--- config.mk ---
export PLATFORM = sky130hd
export DESIGN_NAME = ws2812b_rx
export DESIGN_NICKNAME = d
export VERILOG_FILES = /design/src/rtl/ws2812b_rx.sv
export SDC_FILE = /design/constraint.sdc
export NUM_CORES = 1
export LEC_CHECK = 0
export CORE_ASPECT_RATIO = 2
export CORE_MARGIN = 10
export CORE_UTILIZATION = 42
export CTS_CLUSTER_SIZE = 16
export DETAILED_ROUTE_END_ITERATION = 6
export GPL_TIMING_DRIVEN = 0
export HOLD_SLACK_MARGIN = 0.12
export PLACE_DENSITY = 0.58
export SYNTH_ARGS = -nofsm -noshare
export SYNTH_HDL_FRONTEND = slang
export SYNTH_SLANG_ARGS = --single-unit
--- constraint.sdc ---
create_clock -name clk -period 16 [get_ports clk]
set_clock_uncertainty 0.05 [all_clocks]
set_input_delay 1.6 -clock clk [delete_from_list [all_inputs] [get_ports clk]]
set_output_delay 1.6 -clock clk [all_outputs]
set_load 0.01 [all_outputs]
--- src/rtl/ws2812b_rx.sv ---
// WS2812B single-wire receiver: classifies high pulses into bits, packs 24-bit GRB words
// and commits up to eight RGB words per frame into bus-readable registers.
module ws2812b_rx #(
    parameter int CLK_FREQ      = 50000000,
    parameter int BIT_THRESH_NS = 600,
    parameter int MIN_HIGH_NS   = 150,
    parameter int MAX_HIGH_NS   = 2000,
    parameter int GAP_US        = 40
) (
    input  logic        clk,
    input  logic        rst,
    input  logic [7:0]  address,
    input  logic [31:0] write_data,
    output logic [31:0] read_data,
    input  logic        we,
    input  logic        re,
    input  logic        ws_in,
    output logic        irq
);

    localparam int CYC_PER_KHZ = CLK_FREQ / 1000;
    localparam int GAP_CYC     = CYC_PER_KHZ * GAP_US / 1000;
    localparam int THR_CYC     = CYC_PER_KHZ * BIT_THRESH_NS / 1000000;
    localparam int MIN_CYC     = CYC_PER_KHZ * MIN_HIGH_NS / 1000000;
    localparam int MAX_CYC     = CYC_PER_KHZ * MAX_HIGH_NS / 1000000;

    localparam logic [15:0] GAP_C = 16'(GAP_CYC);
    localparam logic [16:0] THR_C = 17'(THR_CYC);
    localparam logic [16:0] MIN_C = 17'(MIN_CYC);
    localparam logic [16:0] MAX_C = 17'(MAX_CYC);

    typedef enum logic [1:0] {
        S_IDLE = 2'b00,
        S_HIGH = 2'b01,
        S_LOW  = 2'b10,
        S_SYNC = 2'b11
    } state_t;

    state_t      state_q, state_d;
    logic        ws_meta_q, ws_meta_d;
    logic        ws_s_q, ws_s_d;
    logic        ws_prev_q, ws_prev_d;
    logic [15:0] cnt_q, cnt_d;
    logic [23:0] shift_q, shift_d;
    logic [4:0]  bit_cnt_q, bit_cnt_d;
    logic [3:0]  word_cnt_q, word_cnt_d;
    logic [23:0] shadow_q [8];
    logic [23:0] shadow_d [8];
    logic [23:0] led_q [8];
    logic [23:0] led_d [8];
    logic [3:0]  count_q, count_d;
    logic        frame_valid_q, frame_valid_d;
    logic        ovf_q, ovf_d;
    logic        err_q, err_d;

    logic        rise, fall;
    logic [16:0] hi_len;
    logic        cnt_clr, bit_take, bit_val, abort, gap_end;
    logic        set_valid, set_ovf, set_err;
    logic        sts_wr;
    logic [23:0] new_word;
    logic        unused_bits;

    assign unused_bits = ^{re, write_data[31:10], write_data[7:1]};

    assign rise   = ws_s_q & ~ws_prev_q;
    assign fall   = ~ws_s_q & ws_prev_q;
    // Number of high samples seen before the current cycle of a pulse.
    assign hi_len = {1'b0, cnt_q} + 17'd1;
    assign sts_wr = we && (address == 8'h20);
    assign irq    = frame_valid_q;

    always_ff @(posedge clk or posedge rst) begin
        if (rst) begin
            state_q       <= S_SYNC;
            ws_meta_q     <= 1'b0;
            ws_s_q        <= 1'b0;
            ws_prev_q     <= 1'b0;
            cnt_q         <= '0;
            shift_q       <= '0;
            bit_cnt_q     <= '0;
            word_cnt_q    <= '0;
            shadow_q      <= '{default: '0};
            led_q         <= '{default: '0};
            count_q       <= '0;
            frame_valid_q <= 1'b0;
            ovf_q         <= 1'b0;
            err_q         <= 1'b0;
        end else begin
            state_q       <= state_d;
            ws_meta_q     <= ws_meta_d;
            ws_s_q        <= ws_s_d;
            ws_prev_q     <= ws_prev_d;
            cnt_q         <= cnt_d;
            shift_q       <= shift_d;
            bit_cnt_q     <= bit_cnt_d;
            word_cnt_q    <= word_cnt_d;
            shadow_q      <= shadow_d;
            led_q         <= led_d;
            count_q       <= count_d;
            frame_valid_q <= frame_valid_d;
            ovf_q         <= ovf_d;
            err_q         <= err_d;
        end
    end

    always_comb begin
        state_d = state_q;
        case (state_q)
            S_SYNC: begin
                if (!ws_s_q && cnt_q >= GAP_C) state_d = S_IDLE;
            end
            S_IDLE: begin
                if (rise) state_d = S_HIGH;
            end
            S_HIGH: begin
                if (hi_len >= MAX_C) begin
                    state_d = S_SYNC;
                end else if (fall) begin
                    state_d = (hi_len < MIN_C) ? S_SYNC : S_LOW;
                end
            end
            S_LOW: begin
                // A rise on the very cycle the gap completes starts the next frame.
                if (rise) state_d = S_HIGH;
                else if (cnt_q >= GAP_C) state_d = S_IDLE;
            end
            default: state_d = S_SYNC;
        endcase
    end

    always_comb begin
        cnt_clr  = rise | fall;
        bit_take = 1'b0;
        bit_val  = 1'b0;
        abort    = 1'b0;
        gap_end  = 1'b0;
        case (state_q)
            S_SYNC: begin
                if (ws_s_q) cnt_clr = 1'b1;
            end
            S_HIGH: begin
                if (hi_len >= MAX_C) begin
                    abort = 1'b1;
                end else if (fall) begin
                    if (hi_len < MIN_C) begin
                        abort = 1'b1;
                    end else begin
                        bit_take = 1'b1;
                        bit_val  = (hi_len >= THR_C);
                    end
                end
            end
            S_LOW: begin
                if (cnt_q >= GAP_C) gap_end = 1'b1;
            end
            default: ;
        endcase
    end

    always_comb begin
        ws_meta_d  = ws_in;
        ws_s_d     = ws_meta_q;
        ws_prev_d  = ws_s_q;
        cnt_d      = (cnt_q == 16'hFFFF) ? cnt_q : cnt_q + 16'd1;
        shift_d    = shift_q;
        bit_cnt_d  = bit_cnt_q;
        word_cnt_d = word_cnt_q;
        shadow_d   = shadow_q;
        led_d      = led_q;
        count_d    = count_q;
        set_valid  = 1'b0;
        set_ovf    = 1'b0;
        set_err    = 1'b0;
        new_word   = {shift_q[22:0], bit_val};

        if (cnt_clr) cnt_d = '0;

        if (bit_take) begin
            shift_d = new_word;
            if (bit_cnt_q == 5'd23) begin
                bit_cnt_d = '0;
                // Wire order is G,R,B; registers hold R,G,B.
                if (word_cnt_q < 4'd8) begin
                    shadow_d[word_cnt_q[2:0]] = {new_word[15:8], new_word[23:16], new_word[7:0]};
                end else begin
                    set_ovf = 1'b1;
                end
                if (word_cnt_q != 4'd9) word_cnt_d = word_cnt_q + 4'd1;
            end else begin
                bit_cnt_d = bit_cnt_q + 5'd1;
            end
        end

        if (abort) begin
            set_err    = 1'b1;
            word_cnt_d = '0;
            bit_cnt_d  = '0;
        end

        if (gap_end) begin
            if (bit_cnt_q != 5'd0) set_err = 1'b1;
            if (word_cnt_q != 4'd0) begin
                for (int i = 0; i < 8; i++) begin
                    if (4'(i) < word_cnt_q) led_d[i] = shadow_q[i];
                end
                count_d   = (word_cnt_q > 4'd8) ? 4'd8 : word_cnt_q;
                set_valid = 1'b1;
            end
            word_cnt_d = '0;
            bit_cnt_d  = '0;
        end

        // Internal set takes priority over a simultaneous software clear.
        frame_valid_d = set_valid | (frame_valid_q & ~(sts_wr & write_data[0]));
        ovf_d         = set_ovf   | (ovf_q & ~(sts_wr & write_data[8]));
        err_d         = set_err   | (err_q & ~(sts_wr & write_data[9]));
    end

    always_comb begin
        read_data = '0;
        if (address == 8'h20) begin
            read_data = {20'b0, state_q, err_q, ovf_q, 3'b0, count_q, frame_valid_q};
        end else if (address[7:5] == 3'b000 && address[1:0] == 2'b00) begin
            read_data = {8'b0, led_q[address[4:2]]};
        end
    end

endmodule

==> results of run 1 <==
[worst paths after layout]
check | startpoint | end | slack, ns | cells after the start
max | address[2] | read_data[19] | 9.22 | 7
min | ws_meta_q | ws_prev_d | 0.32 | 0
max reg2reg | cnt_q[1] | shadow_q[48] | 11.99 | 11
min reg2reg | ws_meta_q | ws_prev_d | 0.32 | 0
max in group asynchronous | rst | shadow_q[55] | 12.74 | 4
min in group asynchronous | rst | cnt_q[11] | 1.48 | 2
[where the power goes]
| group | switching (uW) | total [uW] | leakage, uW | internal, uW |
|---|---|---|---|---|
| clock network | 445 | 1060 | 0.000720 | 613 |
| registers | 5.50 | 1140 | 0.00618 | 1130 |
| logic | 71.7 | 104 | 0.00394 | 32.4 |
| total | 522 | 2300 | 0.0108 | 1780 |
[worst max-delay path, stage by stage]
cell	delay [ns]
clkbuf_1	0.21
clkbuf_1	0.91
buf_1	0.88
mux4_2	0.67
mux2i_1	0.21
nor2_1	0.10
clkdlybuf4s50_1	0.53
[sequential cells by signal, indices dropped and copies added, names as in the netlist]
register    flops
bit_cnt_q       5
cnt_q          16
count_q         4
err_q           1
irq             1
led_q         192
ovf_q           1
shadow_q      192
shift_q        23
state_q         2
word_cnt_q      4
ws_meta_q       1
ws_prev_d       1
ws_prev_q       1
[per-stage QoR]
stage,setup slack (ns),std cells,power [uW],util
detailed placement,9.15,2040,1260,0.453
global route,8.94,2114,2380,0.484
global placement,-3.04,2037,1260,0.451
finish,9.22,2114,2300,0.484
CTS,9.13,2114,2330,0.484
floorplan,1.98,1379,1230,-
[final cells by class]
| cell class | instances | area share |
|---|---|---|
| Inverter | 16 | 0.00304 |
| Sequential cell | 444 | 0.499 |
| Buffer | 112 | 0.0267 |
| Multi-Input combinational cell | 807 | 0.351 |
| Clock buffer | 57 | 0.0542 |
| Clock inverter | 17 | 0.0110 |
| Timing Repair Buffer | 40 | 0.0203 |
| Tap cell | 621 | 0.0349 |
[Yosys cell counts, drive strengths merged (2+ instances only)]
cell type,count
a211o,2
a211oi,4
a21o,3
a21oi,26
a31o,2
a31oi,4
and2,3
and3,4
and4,3
buf,76
clkbuf,36
dfrtp,442
dfstp,2
ha,11
inv,16
mux2,382
mux2i,26
mux4,48
nand2,107
nand2b,6
nand3,14
nand4,9
nand4b,3
nor2,43
nor2b,3
nor3,8
nor3b,2
nor4,8
o211ai,4
o21ai,25
o221ai,2
o22ai,2
o31ai,2
or2,3
or3,10
or4b,3
xnor2,11
xor2,4
[cell families after synthesis]
| group | Yosys count | synth area share |
|---|---|---|
| muxes | 456 | 0.296 |
| DFF | 444 | 0.569 |
| and+or+nand+nor | 233 | 0.0608 |
| buffers and inverters | 128 | 0.0335 |
| AOI/OAI and AO/OA | 84 | 0.0268 |
| xor gates and xnor gates | 15 | 0.00672 |
| adders and majority gates | 11 | 0.00704 |
| other | 1 | 0.000192 |
[layer usage]
metal / share of wire / GRT usage / routed length [um] / vias to the layer above
li1: - / - / - / 5026
met5: 0 / 0 / 0 / -
met2: 0.54 / 0.320 / 26500 / 170
met3: 0.024 / 0.0195 / 1180 / 86
met4: 0.046 / 0.0871 / 2240 / 0
met1: 0.39 / 0.192 / 18800 / 5953
==> results.yml, run 1 <==
status:
  status: "complete, no violations"
pwr:
  ir_drop_v: 0.0000627
  powerDensity_nw_per_um2: 103
  p_leak_uw: 0.0108
finish:
  drive_gt1_frac: 0.382
  final_common_cell: "dfrtp_1"
  fillers: 4023
  diodes: 0
  final_cell_mix: "442 x dfrtp_1, 342 x mux2_2, 107 x nand2_1"
  multi_input_area_sq_um: 7800
  stdcell_area_sq_um: 22300
  fin_nets: 1519
  regArea_sq_um: 11100
  area_growth_pct: 13.9
place:
  io_buffers: 37
  dpl-instance-area_sq_um: 20800
  gp_congestion: 0.812
  dp_hpwl_um: 33000
timing:
  fmax_mhz: 148
  fin_crit_sh: 0.424
  rsz0062_at_grt: "no"
  period_minus_slack_ns: 6.78
  setup_viol: 0
  tightest_slew_ns: 1.24
  hold_viol_final: 0
  finalMaxSlewViolations: 0
  whs_ns: 0.320
  maxSlewHeadroom: 0.174
  fin_setup_tns_ns: 0
global_route:
  grt_pass1_vias: 12061
  grt_pass1_wl_um: 74800
  grt_usage: 0.173
  grt_start_max_net_pins: 137
  grt_overflow_total: 0
  antenna_found_initial: 0
clocking:
  cts_tree: "yes"
  clockBufferDepth: 3
  numCtsBuffers: 42
  cts_hold_buf: 0
  cts_resized: 0
  post_cts_buffers: 0
  root_buffer: "clkbuf_16"
  htreeDepth: 2
  clk_pin_slew_worst_paths_ns: 0.06
  clock_sinks: 444
  clk_latency_ns: 0.56
worst_hold_path:
  worst_hold_path_type: "reg -> reg"
critical_path:
  worst_setup_path_start_kind: "primary input"
  arrival_ns: 5.13
  critPathKind: "in -> out"
  endpoint_kind: "primary output"
  worst_ep_required_time_ns: 14.35
  crit_fanout: 10
route:
  vias_per_cell: 5.31
  via_count: 11235
  ant_nets: 0
  wl_um: 48700
  drtPass1Iterations: 5
  drc: 0
  wl_per_cell_um: 23.0
  drt_iter0_markers: 545
logic_synthesis:
  avgSynthCellArea_sq_um: 14.2
  synth_ff_type: "dfrtp_1"
  yosysUniqueCellTypes: 62
  synth_area_sq_um: 19500
  async_reset_ff_frac: 1.00
  syn_inst: 1372
  synth_top_cell_by_area: "dfrtp_1"
  ys_seq_elements: 444
  yosysSeqAreaShare: 0.569
  synth_top_area_frac: 0.566
  yosysWarnings: 0
  synth_area_leaders: "dfrtp_1 57%, mux2_2 20%, mux4_2 5.5%"
  synth_edf_count: 0
die:
  die_x_um: 173
  die_h_um: 325
  coreArea_sq_um: 46000
  start_util: 0.425
  rows: 111
  ios: 78
  dieArea_sq_um: 56100
run:
  cap_violations: 0
Note: power is estimated with default switching activity, not from simulation.
==> run 2: changes to the inputs <==
PLACE_DENSITY = 0.6   (was 0.58)
clock period = 6.11 ns   (was 16 ns; I/O delays follow)
==> results.yml, run 2 (synthesized netlist as in run 1, its figures left out) <==
status:
  status: "complete, no violations"
pwr:
  powerDensity_nw_per_um2: 261
  p_int_uw: 4480
  ir_drop_v: 0.000157
  power_frac_comb: 0.049
  p_seq_frac: 0.511
  sw_frac_of_total: 0.230
  power.share.clock: 0.441
  p_leak_uw: 0.0108
  p_total_uw: 5820
  netSwitchingPower_uw: 1340
critical_path:
  endpoint_kind: "primary output"
  cp.depth: 7
  cpPeakStageDelay_ns: 0.89
  worst_ep_required_time_ns: 5.45
  rr_worst_depth: 11
  critPathKind: "in -> out"
  crit_path_cell_trace: "clkbuf_1 > clkbuf_1 > buf_1 > mux4_2 > mux2i_1 > nor2_1 > clkdlybuf4s50_1"
  crit_path_frequent_cell: "clkbuf_1"
  cp-startpoint: "address[2]"
  crit_fanout: 10
  worst_path_max_delay_cell: "buf_1"
  worst_setup_path_start_kind: "primary input"
  r2r_setup_slack_ns: 2.23
  arrival_ns: 4.04
  critPathBufInv: 4
  r2r_start: "cnt_q[0]"
  critPathCapture: "read_data[19]"
  critical_path.top_delay_family: "buffers and inverters"
  r2r-end: "shadow_q[8]"
route:
  drc: 0
  wl_um: 48700
  via_count: 11295
  ant_nets: 0
  drtPass1Iterations: 5
  wl_per_cell_um: 23.0
  vias_per_cell: 5.33
  drt_iter0_markers: 569
finish:
  final_common_cell: "dfrtp_1"
  reg.largest.list: "led_q (192), shadow_q (192), shift_q (23)"
  stdcell_area_sq_um: 22300
  final_cell_mix: "442 x dfrtp_1, 342 x mux2_2, 107 x nand2_1"
  diodes: 0
  area_growth_pct: 13.9
  drive_gt1_frac: 0.381
  fin_nets: 1525
timing:
  fin_crit_sh: 0.769
  tightest_slew_ns: 1.21
  maxSlewHeadroom: 0.193
  setup_viol: 0
  rsz0062_at_grt: "no"
  fmax_mhz: 213
  hold_viol_final: 0
  finalMaxSlewViolations: 0
  period_minus_slack_ns: 4.70
place:
  gp_congestion: 0.828
  io_buffers: 37
  dpl-instance-area_sq_um: 20900
  dp_hpwl_um: 33400
die:
  die_x_um: 173
  die_h_um: 325
  start_util: 0.425
  dieArea_sq_um: 56100
  coreArea_sq_um: 46000
  rows: 111
  ios: 78
global_route:
  grt_usage: 0.174
  grt_overflow_total: 0
  antenna_found_initial: 0
  grt_pass1_vias: 12314
  grt_pass1_wl_um: 75700
  grt_start_max_net_pins: 47
clocking:
  root_buffer: "clkbuf_16"
  cts_hold_buf: 0
  clockBufferDepth: 3
  clock_sinks: 444
  clk_latency_ns: 0.55
  post_cts_buffers: 0
  htreeDepth: 2
  cts_resized: 0
  numCtsBuffers: 40
  cts_tree: "yes"
  clk_pin_slew_worst_paths_ns: 0.06
worst_hold_path:
  hold_depth: 0
  worst_hold_path_type: "reg -> reg"
run:
  cap_violations: 0
run 2: worst min path at each step:
stage	from	end	slack, ns
floorplan	ws_meta_q	ws_prev_d	0.28
global placement	ws_meta_q	ws_prev_d	0.29
detailed placement	ws_meta_q	ws_prev_d	0.29
CTS	ws_meta_q	ws_prev_d	0.30
global route	ws_meta_q	ws_prev_d	0.31
finish	ws_meta_q	ws_prev_d	0.30
run 2: stage by stage:
step | setup TNS [ns] | setup slack (ns) | instances | hold WS [ns] | utilization
2_1_floorplan | -243.35 | -0.551 | 1379 | 0.281 | -
3_3_place_gp | -1431.97 | -3.28 | 2037 | 0.288 | 0.451
3_5_place_dp | 0 | 1.30 | 2048 | 0.286 | 0.456
4_1_cts | 0 | 1.29 | 2118 | 0.300 | 0.484
5_1_grt | 0 | 1.18 | 2118 | 0.315 | 0.484
6_report | 0 | 1.41 | 2118 | 0.297 | 0.484
run 2: routing by layer:
layer / up-vias / part of all wire / GRT usage
li1: 5053 / - / -
met1: 5979 / 0.38 / 0.188
met2: 196 / 0.56 / 0.334
met3: 67 / 0.029 / 0.0206
met4: 0 / 0.035 / 0.0670
met5: - / 0 / 0
run 2: power by group through the flow:
stage	Combinational, uW	Clock, uW	Sequential, uW
2_1_floorplan	189	0	3030
3_5_place_dp	289	0	3030
6_report	282	2560	2970
3_3_place_gp	265	0	3030
4_1_cts	290	2610	2970
5_1_grt	316	2720	2970
run 2: area by class of cell:
class                      count  area (sq um)
fill                        4001         23700
sequential                   444         11100
multi-input combinational    807          7800
clock buffer                  61          1220
tap                          621           777
buffer                       112           594
timing repair buffer          48           591
clock inverter                 9          96.3
inverter                      16          63.8
